==> src/rtl/apb_scratch_timer_pkg.sv <==
// rtl/apb_scratch_timer_pkg.sv - register map and field positions for the APB scratch/timer slave
package apb_scratch_timer_pkg;

  localparam logic [7:0] OFF_ID      = 8'h00;
  localparam logic [7:0] OFF_CTRL    = 8'h04;
  localparam logic [7:0] OFF_LOAD    = 8'h08;
  localparam logic [7:0] OFF_COUNT   = 8'h0C;
  localparam logic [7:0] OFF_STATUS  = 8'h10;
  localparam logic [7:0] OFF_SCRATCH = 8'h20;

  localparam int CTRL_EN     = 0;
  localparam int CTRL_IEN    = 1;
  localparam int CTRL_RELOAD = 2;

  localparam int STATUS_PEND = 0;

  typedef enum logic [2:0] {
    REG_ID,
    REG_CTRL,
    REG_LOAD,
    REG_COUNT,
    REG_STATUS,
    REG_SCRATCH,
    REG_NONE
  } reg_sel_e;

endpackage

==> src/rtl/apb_scratch_timer_cnt.sv <==
// rtl/apb_scratch_timer_cnt.sv - countdown timer with optional reload and expiry pulse
module apb_scratch_timer_cnt #(
  parameter int CNT_W = 32
) (
  input  logic             clk,
  input  logic             rst_n,
  input  logic             en,
  input  logic             reload,
  input  logic             start,
  input  logic [CNT_W-1:0] load_val,
  output logic [CNT_W-1:0] count,
  output logic             expire
);

  // start only happens while en is still 0, so it never coincides with a real expiry
  assign expire = en & ~start & (count == CNT_W'(1));

  always_ff @(posedge clk or negedge rst_n) begin
    if (!rst_n) begin
      count <= '0;
    end else if (start) begin
      count <= load_val;
    end else if (en && count != '0) begin
      if (count == CNT_W'(1)) begin
        count <= reload ? load_val : '0;
      end else begin
        count <= count - CNT_W'(1);
      end
    end
  end

endmodule

==> src/rtl/apb_scratch_timer_top.sv <==
// rtl/apb_scratch_timer_top.sv - APB3 leaf slave with ID, scratch registers, wait states and timer
module apb_scratch_timer_top
  import apb_scratch_timer_pkg::*;
#(
  parameter int          ADDR_W      = 12,
  parameter int          NUM_SCRATCH = 4,
  parameter int          WAIT_CYCLES = 0,
  parameter logic [31:0] ID_VALUE    = 32'h5A5A_0001,
  parameter int          CNT_W       = 32
) (
  input  logic        pclk,
  input  logic        presetn,
  input  logic        psel,
  input  logic        penable,
  input  logic [31:0] paddr,
  input  logic        pwrite,
  input  logic [31:0] pwdata,
  input  logic [2:0]  pprot,
  output logic [31:0] prdata,
  output logic        pready,
  output logic        pslverr,
  output logic        intr
);

  localparam int         IDX_W    = (NUM_SCRATCH > 1) ? $clog2(NUM_SCRATCH) : 1;
  localparam logic [3:0] WAIT_MAX = 4'(WAIT_CYCLES);

  logic [ADDR_W-1:0] off;
  logic [IDX_W-1:0]  scr_idx;
  logic [3:0]        wcnt;
  logic              access;
  logic              err;
  logic              wr_en;
  logic              load_start;
  reg_sel_e          sel;

  logic [2:0]        ctrl;
  logic [CNT_W-1:0]  load_q;
  logic [CNT_W-1:0]  count;
  logic              expire;
  logic              pend;
  logic [31:0]       scratch [NUM_SCRATCH];

  logic              unused_ok;
  assign unused_ok = ^{pprot, paddr[31:ADDR_W]};

  assign off     = paddr[ADDR_W-1:0];
  assign scr_idx = off[2 +: IDX_W];
  assign access  = psel & penable;

  // Gated by presetn so an asserted reset drops pready immediately, even mid-transfer.
  assign pready = presetn & access & (wcnt == WAIT_MAX);

  always_ff @(posedge pclk or negedge presetn) begin
    if (!presetn) begin
      wcnt <= '0;
    end else if (!access) begin
      wcnt <= '0;
    end else if (wcnt != WAIT_MAX) begin
      wcnt <= wcnt + 4'd1;
    end
  end

  always_comb begin
    sel = REG_NONE;
    if (off[1:0] == 2'b00) begin
      if (off == ADDR_W'(OFF_ID))          sel = REG_ID;
      else if (off == ADDR_W'(OFF_CTRL))   sel = REG_CTRL;
      else if (off == ADDR_W'(OFF_LOAD))   sel = REG_LOAD;
      else if (off == ADDR_W'(OFF_COUNT))  sel = REG_COUNT;
      else if (off == ADDR_W'(OFF_STATUS)) sel = REG_STATUS;
      else if (off[ADDR_W-1:5] == (ADDR_W-5)'(OFF_SCRATCH >> 5) &&
               off[4:2] <= 3'(NUM_SCRATCH - 1)) sel = REG_SCRATCH;
    end
  end

  assign err        = (sel == REG_NONE) | (pwrite & ((sel == REG_ID) | (sel == REG_COUNT)));
  assign wr_en      = pready & pwrite & ~err;
  assign pslverr    = pready & err;
  assign load_start = wr_en & (sel == REG_CTRL) & pwdata[CTRL_EN] & ~ctrl[CTRL_EN];

  always_comb begin
    prdata = '0;
    if (pready && !err) begin
      case (sel)
        REG_ID:      prdata = ID_VALUE;
        REG_CTRL:    prdata = {29'd0, ctrl};
        REG_LOAD:    prdata = 32'(load_q);
        REG_COUNT:   prdata = 32'(count);
        REG_STATUS:  prdata = {31'd0, pend};
        REG_SCRATCH: prdata = scratch[scr_idx];
        default:     prdata = '0;
      endcase
    end
  end

  // Expiry beats a same-cycle W1C so an event is never lost.
  always_ff @(posedge pclk or negedge presetn) begin
    if (!presetn) begin
      ctrl   <= '0;
      load_q <= '0;
      pend   <= 1'b0;
      for (int i = 0; i < NUM_SCRATCH; i++) scratch[i] <= '0;
    end else begin
      if (wr_en && sel == REG_CTRL)    ctrl    <= pwdata[2:0];
      if (wr_en && sel == REG_LOAD)    load_q  <= pwdata[CNT_W-1:0];
      if (wr_en && sel == REG_SCRATCH) scratch[scr_idx] <= pwdata;
      if (expire) begin
        pend <= 1'b1;
      end else if (wr_en && sel == REG_STATUS && pwdata[STATUS_PEND]) begin
        pend <= 1'b0;
      end
    end
  end

  always_ff @(posedge pclk or negedge presetn) begin
    if (!presetn) begin
      intr <= 1'b0;
    end else begin
      intr <= pend & ctrl[CTRL_IEN];
    end
  end

  apb_scratch_timer_cnt #(
    .CNT_W (CNT_W)
  ) u_cnt (
    .clk      (pclk),
    .rst_n    (presetn),
    .en       (ctrl[CTRL_EN]),
    .reload   (ctrl[CTRL_RELOAD]),
    .start    (load_start),
    .load_val (load_q),
    .count    (count),
    .expire   (expire)
  );

endmodule

==> config.mk <==
export PLATFORM = sky130hd
export DESIGN_NAME = apb_scratch_timer_top
export DESIGN_NICKNAME = d
export VERILOG_FILES = /design/src/rtl/apb_scratch_timer_pkg.sv /design/src/rtl/apb_scratch_timer_cnt.sv /design/src/rtl/apb_scratch_timer_top.sv
export SDC_FILE = /design/constraint.sdc
export NUM_CORES = 1
export LEC_CHECK = 0
export ABC_CLOCK_PERIOD_IN_PS = 3590
export CORE_MARGIN = 4
export CORE_UTILIZATION = 57
export DETAILED_ROUTE_END_ITERATION = 10
export GPL_TIMING_DRIVEN = 0
export HOLD_SLACK_MARGIN = 0.05
export PLACE_DENSITY = 0.82
export SLEW_MARGIN = 0
export SYNTH_ARGS = -nofsm -noshare
export SYNTH_HDL_FRONTEND = slang
export SYNTH_SLANG_ARGS = --single-unit
==> constraint.sdc <==
create_clock -name pclk -period 3.59 [get_ports pclk]
set_input_delay 0.718 -clock pclk [delete_from_list [all_inputs] [get_ports pclk]]
set_output_delay 0.718 -clock pclk [all_outputs]
set_load 0.02 [all_outputs]
# Word level (Yosys, flattened, before mapping)
# Cells that the tools add are included.
# totals
register_bits	201
in_bits	72
wordCells	88
# classes
order_cmp	3
muxes	23
addsub	2
n_eq_ne	13
bitwise_logic	19
reduce_logical	18
# op_table
op	count
32-bit two-way mux	8
32-bit case mux with 6 select lines	1
128-bit bitwise mux	1
32-bit binary-select mux with 2-bit select	1
32-bit demux with 2-bit select	1
32-bit by 1-bit == test with 1-bit output, second input constant	1
32-bit nonzero test	1
32-bit by 1-bit subtractor with 32-bit output, second input constant	1
12-bit by 4-bit == test with 1-bit output, second input constant	2
3-bit two-way mux	5
1-bit bitwise AND	13
12-bit by 3-bit == test with 1-bit output, second input constant	1
12-bit by 5-bit == test with 1-bit output, second input constant	1
12-bit zero test	1
3-bit == test, second input constant	3
1-bit logical AND	9
4-bit two-way mux	2
7-bit by 1-bit == test with 1-bit output, second input constant	1
3-bit by 2-bit == test with 1-bit output, second input constant	2
4-bit by 1-bit adder with 4-bit output, second input constant	1
4-bit zero test	1
2-bit two-way mux	2
2-bit nonzero test	2
4-bit nonzero test	1
other kinds (12)	16

# Longest topological paths before layout
# logic_depth
word_depth	22
ltp_mapped	10
mapped_depth_nobuf	8

# Hierarchy
# Synthesis repeated with hierarchy kept, for this count alone.
# unflattened
cells_unflattened	882
area_unflattened_um2	10613.9
# modules_own_cells
module	instances	area_per_inst_um2	cells_each
apb_scratch_timer_top	1	8411.8	610
apb_scratch_timer_cnt	1	2202.1	272

# Least setup slack after synthesis
# No wires, ideal clock.
# synth_path
kind	input port to output port
start	in paddr[2]
end	out prdata[10]
path_stages	6
path_slack_ps	433
n_path_buf	3
t_arrival_ps	2439
cell_sequence	clkbuf_1 -> buf_2 -> buf_2 -> mux4_2 -> a222oi_1 -> nor2_1
# synth_between
elab_chain_cells	16
elab_cells_between_ends	32
classes_between	order compare (1); eq/ne (10); mux (12); bitwise (4); reduce/logical (5)
# synth_lines
item	line	text
start, declared	apb_scratch_timer_top.sv:15	input logic [31:0] paddr,
3-bit by 2-bit <= comparator with 1-bit output	apb_scratch_timer_top.sv:73	off[4:2] <= 3'(NUM_SCRATCH - 1)) sel = REG_SCRATCH;
1-bit logical AND	apb_scratch_timer_top.sv:72	else if (off[ADDR_W-1:5] == (ADDR_W-5)'(OFF_SCRATCH >> 5) &&
2-bit two-way mux	apb_scratch_timer_top.sv:72	
2-bit two-way mux	apb_scratch_timer_top.sv:71	else if (off == ADDR_W'(OFF_STATUS)) sel = REG_STATUS;
3-bit two-way mux	apb_scratch_timer_top.sv:70	else if (off == ADDR_W'(OFF_COUNT)) sel = REG_COUNT;
3-bit two-way mux	apb_scratch_timer_top.sv:69	else if (off == ADDR_W'(OFF_LOAD)) sel = REG_LOAD;
3-bit two-way mux	apb_scratch_timer_top.sv:68	else if (off == ADDR_W'(OFF_CTRL)) sel = REG_CTRL;
3-bit two-way mux	apb_scratch_timer_top.sv:67	if (off == ADDR_W'(OFF_ID)) sel = REG_ID;
3-bit two-way mux	apb_scratch_timer_top.sv:66	if (off[1:0] == 2'b00) begin
3-bit by 2-bit == test with 1-bit output or 3-bit zero test (tied branches)	apb_scratch_timer_top.sv:77, apb_scratch_timer_top.sv:85	
1-bit bitwise OR	apb_scratch_timer_top.sv:77	assign err = (sel == REG_NONE) | (pwrite & ((sel == REG_ID) | (sel == REG_COUNT)));
1-bit bitwise AND	apb_scratch_timer_top.sv:77	
1-bit bitwise OR	apb_scratch_timer_top.sv:77	
1-bit zero test	apb_scratch_timer_top.sv:84	if (pready && !err) begin
1-bit logical AND	apb_scratch_timer_top.sv:84	
32-bit two-way mux (*)	apb_scratch_timer_top.sv:84	
end, declared	apb_scratch_timer_top.sv:19	output logic [31:0] prdata,
# Mark *: on every way between the ends. The rest lies on a longest branch, timed or not. The select of a mux whose other input is x is not followed.

# Final worst setup path
# layout_path
start	in paddr[1]
end	out prdata[21]
# layout_between
elab_chain_cells	14
elab_cells_between_ends	26
classes_between	eq/ne (10); mux (8); bitwise (3); reduce/logical (5)
# layout_lines
item	line
12-bit by 5-bit == test with 1-bit output	apb_scratch_timer_top.sv:71
2-bit two-way mux	apb_scratch_timer_top.sv:71
3-bit two-way mux	apb_scratch_timer_top.sv:70
3-bit two-way mux	apb_scratch_timer_top.sv:69
3-bit two-way mux	apb_scratch_timer_top.sv:68
3-bit two-way mux	apb_scratch_timer_top.sv:67
3-bit two-way mux (*)	apb_scratch_timer_top.sv:66
3-bit by 2-bit == test with 1-bit output or 3-bit zero test (tied branches)	apb_scratch_timer_top.sv:77, apb_scratch_timer_top.sv:85
1-bit bitwise OR	apb_scratch_timer_top.sv:77
1-bit bitwise AND	apb_scratch_timer_top.sv:77
1-bit bitwise OR	apb_scratch_timer_top.sv:77
1-bit zero test	apb_scratch_timer_top.sv:84
1-bit logical AND	apb_scratch_timer_top.sv:84
32-bit two-way mux (*)	apb_scratch_timer_top.sv:84
# Mark *: on every way between the ends. The rest lies on a longest branch, timed or not.

==> flow_summary.toml <==
[pwr]
ir_worst_vdd_uv = 524
seq_power_share = 0.450
power.leakage_nw = 5.55
swShare = 0.262
p_int_w = 0.00400
pwr-share-comb = 0.109
p_switching_w = 0.00142
powerDensity_mw_per_mm2 = 438
pwr-share-clk = 0.440

[critical_path]
cpMaxStageDelayCell = "clkdlybuf4s50_1"
critical_path_arrival_ns = 2.91
cp.required_ns = 2.87
path_cells = "clkdlybuf4s50_1 -> nor4_4 -> nand2_2 -> nor3_4 -> and3_4 -> clkbuf_4 -> nand2_1 -> a21oi_1 -> clkdlybuf4s15_2"
cp_max_fo = 10
start_kind = "input port"
slowest_delay_ns = 0.47
cp-end-kind = "primary output"
crit_type = "input port to primary output"

[yosys]
syn_area_per_cell_um2 = 12.2
yosysTopAreaCellShare = 0.486
synth_area_mm2 = 0.0103
synth_edf_count = 0
ys_ff_latch = 201
synthCells = 846
yosys_warnings = 0
synth.top_cells.by_area = "dfrtp_1 49%, mux2_2 14%, mux4_2 7.0%"
synthArstFlopShare = 1.00
yosysUniqueCellTypes = 68
ys_seq_area_frac = 0.486
syn_nets = 922
synthFlopType = "dfrtp_1"
synth_largest_area_cell = "dfrtp_1"

[die]
row_count = 49
dieWidth_um = 143
core_mm2 = 0.0179
start_util = 0.578
io-pin-count = 107
dieHeight_um = 143
die-area_mm2 = 0.0204

[placed_design]
gpl.final_weighted_congestion = 0.983
portBuffers = 80
hpwlAfterDp_mm = 20.8
placed_cell_area_mm2 = 0.0115

[detailed_routing]
post_drt_wl_per_cell_um = 24.7
drtIter0Drc = 918
ant_nets = 0
drtPass1Iterations = 6
drc_errors = 0
routed_wl_mm = 29.6
via_per_inst = 6.66
via_count = 8003

[hold_path]
hold_class = "input port to asynchronous set/reset pin"

[global_route]
grt_max_degree = 110
grt_pass1_vias = 7911
track_usage = 0.287
grt_pass1_wl_mm = 45.2
grt_remaining_overflow = 0
antenna_found_initial = 0

[clocking]
cts-root-buf = "clkbuf_16"
clock_sinks = 201
htree_levels = 1
clkLatencyLatePin_ns = 0.52
cts_buffer_depth = 3
path_clk_slew_ns = 0.06
tritoncts = "done"
cts_buffers = 22

[sta]
final.setup.worst_slack_ns = -0.0411
period_needed_ns = 3.63
finalCritPeriodShare = 1.01
fmax_mhz = 275
worst_pin_slew_ns = 1.01
slew_headroom = 0.318
finalClockSkew_ns = 0.0137
hold_viol_final = 0
setup_violations = 4
maxSlewViolCount = 0
holdWs_ns = 0.227

[layout]
layout.nets = 1032
fin_util = 0.692
area_delta_synth_final_pct = 19.6
final_area_mm2 = 0.0124
layout-drive-gt1-share = 0.324

[status]
failed_checks = "setup timing"
status = "finished with violations"

[flow_run]
maxCapViolCount = 0
cells in the mapped netlist, drive strengths merged (2+ instances only):
| master | count |
|---|---|
| a211oi | 8 |
| a21oi | 40 |
| a221o | 17 |
| a222oi | 4 |
| a22o | 2 |
| a22oi | 31 |
| a32oi | 2 |
| and2 | 5 |
| and4 | 4 |
| buf | 31 |
| clkbuf | 32 |
| dfrtp | 201 |
| ha | 4 |
| inv | 9 |
| mux2 | 165 |
| mux2i | 4 |
| mux4 | 32 |
| nand2 | 55 |
| nand2b | 6 |
| nand3 | 16 |
| nand3b | 2 |
| nand4 | 10 |
| nor2 | 52 |
| nor3 | 22 |
| nor3b | 3 |
| nor4 | 13 |
| nor4b | 2 |
| o211ai | 5 |
| o21ai | 16 |
| o22ai | 2 |
| o311ai | 5 |
| o31ai | 10 |
| or3 | 4 |
| or3b | 2 |
| or4 | 7 |
| xnor2 | 5 |
| xor2 | 4 |
cell families (layout without fill, tap and decap cells):
kind of cell | Yosys count | after routing | share of synthesized area
and+or+nand+nor | 207 | 207 | 0.108
muxes | 201 | 201 | 0.253
DFF | 201 | 201 | 0.486
AOI/OAI and AO/OA | 152 | 152 | 0.107
buffers and inverters | 72 | 197 | 0.0326
xor gates and xnor gates | 9 | 9 | 0.00762
adders and majority gates | 4 | 4 | 0.00484
other | 0 | 1 | 0
final cells by class:
class / instances / area, um^2
clock buffers: 31 / 624
fillers: 1256 / 5520
repair buffers: 86 / 807
clock inverters: 8 / 143
inverters: 9 / 33.8
plain buffers: 63 / 362
flip-flops and latches: 201 / 5030
multi-input cells: 573 / 5090
well taps: 229 / 287
diodes: 1 / 2.50
per-layer routing:
metal / share of wire / global-route usage / vias to the layer above
met5: 0 / 0 / -
met4: 0.041 / 0.114 / 0
met3: 0.072 / 0.0352 / 86
met2: 0.47 / 0.452 / 432
met1: 0.41 / 0.410 / 4060
li1: - / - / 3425
worst max-delay path: cells and delay by family:
kind                   cells  cell delay [ns]
AOI/OAI and AO/OA          1             0.18
buffers and inverters      3             0.97
and+or+nand+nor            5             1.04
power groups by stage:
| stage | Combinational, W | Clock (W) | Sequential, W |
|---|---|---|---|
| final | 0.000594 | 0.00239 | 0.00244 |
| after global routing | 0.000640 | 0.00249 | 0.00245 |
| after CTS | 0.000579 | 0.00239 | 0.00244 |
| after detailed placement | 0.000570 | 0 | 0.00248 |
| after global placement | 0.000556 | 0 | 0.00247 |
| after floorplan | 0.000360 | 0 | 0.00245 |
placed cells by master (no fill, tap or decap), types with 17 or more instances in the layout:
| cell type | n |
|---|---|
| dfrtp_1 | 201 |
| mux2_2 | 132 |
| nand2_1 | 54 |
| nor2_1 | 47 |
| clkdlybuf4s50_1 | 46 |
| buf_2 | 33 |
| a21oi_1 | 33 |
| mux2_1 | 33 |
| mux4_2 | 32 |
| a22oi_1 | 30 |
| clkbuf_1 | 23 |
| clkbuf_16 | 22 |
| nor3_1 | 18 |
| a221o_1 | 17 |
per-stage QoR:
step	setup TNS (ns)	setup WS (ns)	std cells	power, W
4_1_cts	-0.0156	-0.00845	1197	0.00541
6_report	-0.0973	-0.0411	1201	0.00542
5_1_grt	-0.774	-0.0788	1200	0.00559
3_5_place_dp	-21.11	-0.774	1156	0.00305
2_1_floorplan	0	0.433	846	0.00281
3_3_place_gp	-2934.80	-7.62	1155	0.00303
what timing repair did:
item / in CTS / in global routing
resized for setup: 118 / 40
pin swaps: 1 / 4
endpoints found under the setup margin: 33 / 33
endpoints found under the hold margin: 0 / 0
hold buffers: 0 / 0
buffers inserted: 2 / 3
worst paths after layout:
check / start / end / slack [ns] / depth (start not counted)
hold / removal: presetn / scratch[121] / 0.23 / 1
setup reg to reg: u_cnt.count[0] / u_cnt.count[2] / 0.54 / 10
min in group pclk: scratch[52] / scratch[52] / 0.49 / 1
setup / recovery: paddr[1] / prdata[21] / -0.04 / 9
hold reg to reg: scratch[52] / scratch[52] / 0.49 / 1
max in group asynchronous: presetn / load_q[0] / 2.43 / 2
sequential cells by signal, indices dropped and copies added, names as in the netlist:
| name | cells |
|---|---|
| wcnt | 4 |
| u_cnt.count | 32 |
| pend | 1 |
| load_q | 32 |
| scratch | 128 |
| intr | 1 |
| ctrl | 3 |
Note: power is estimated with default switching activity, not from simulation.
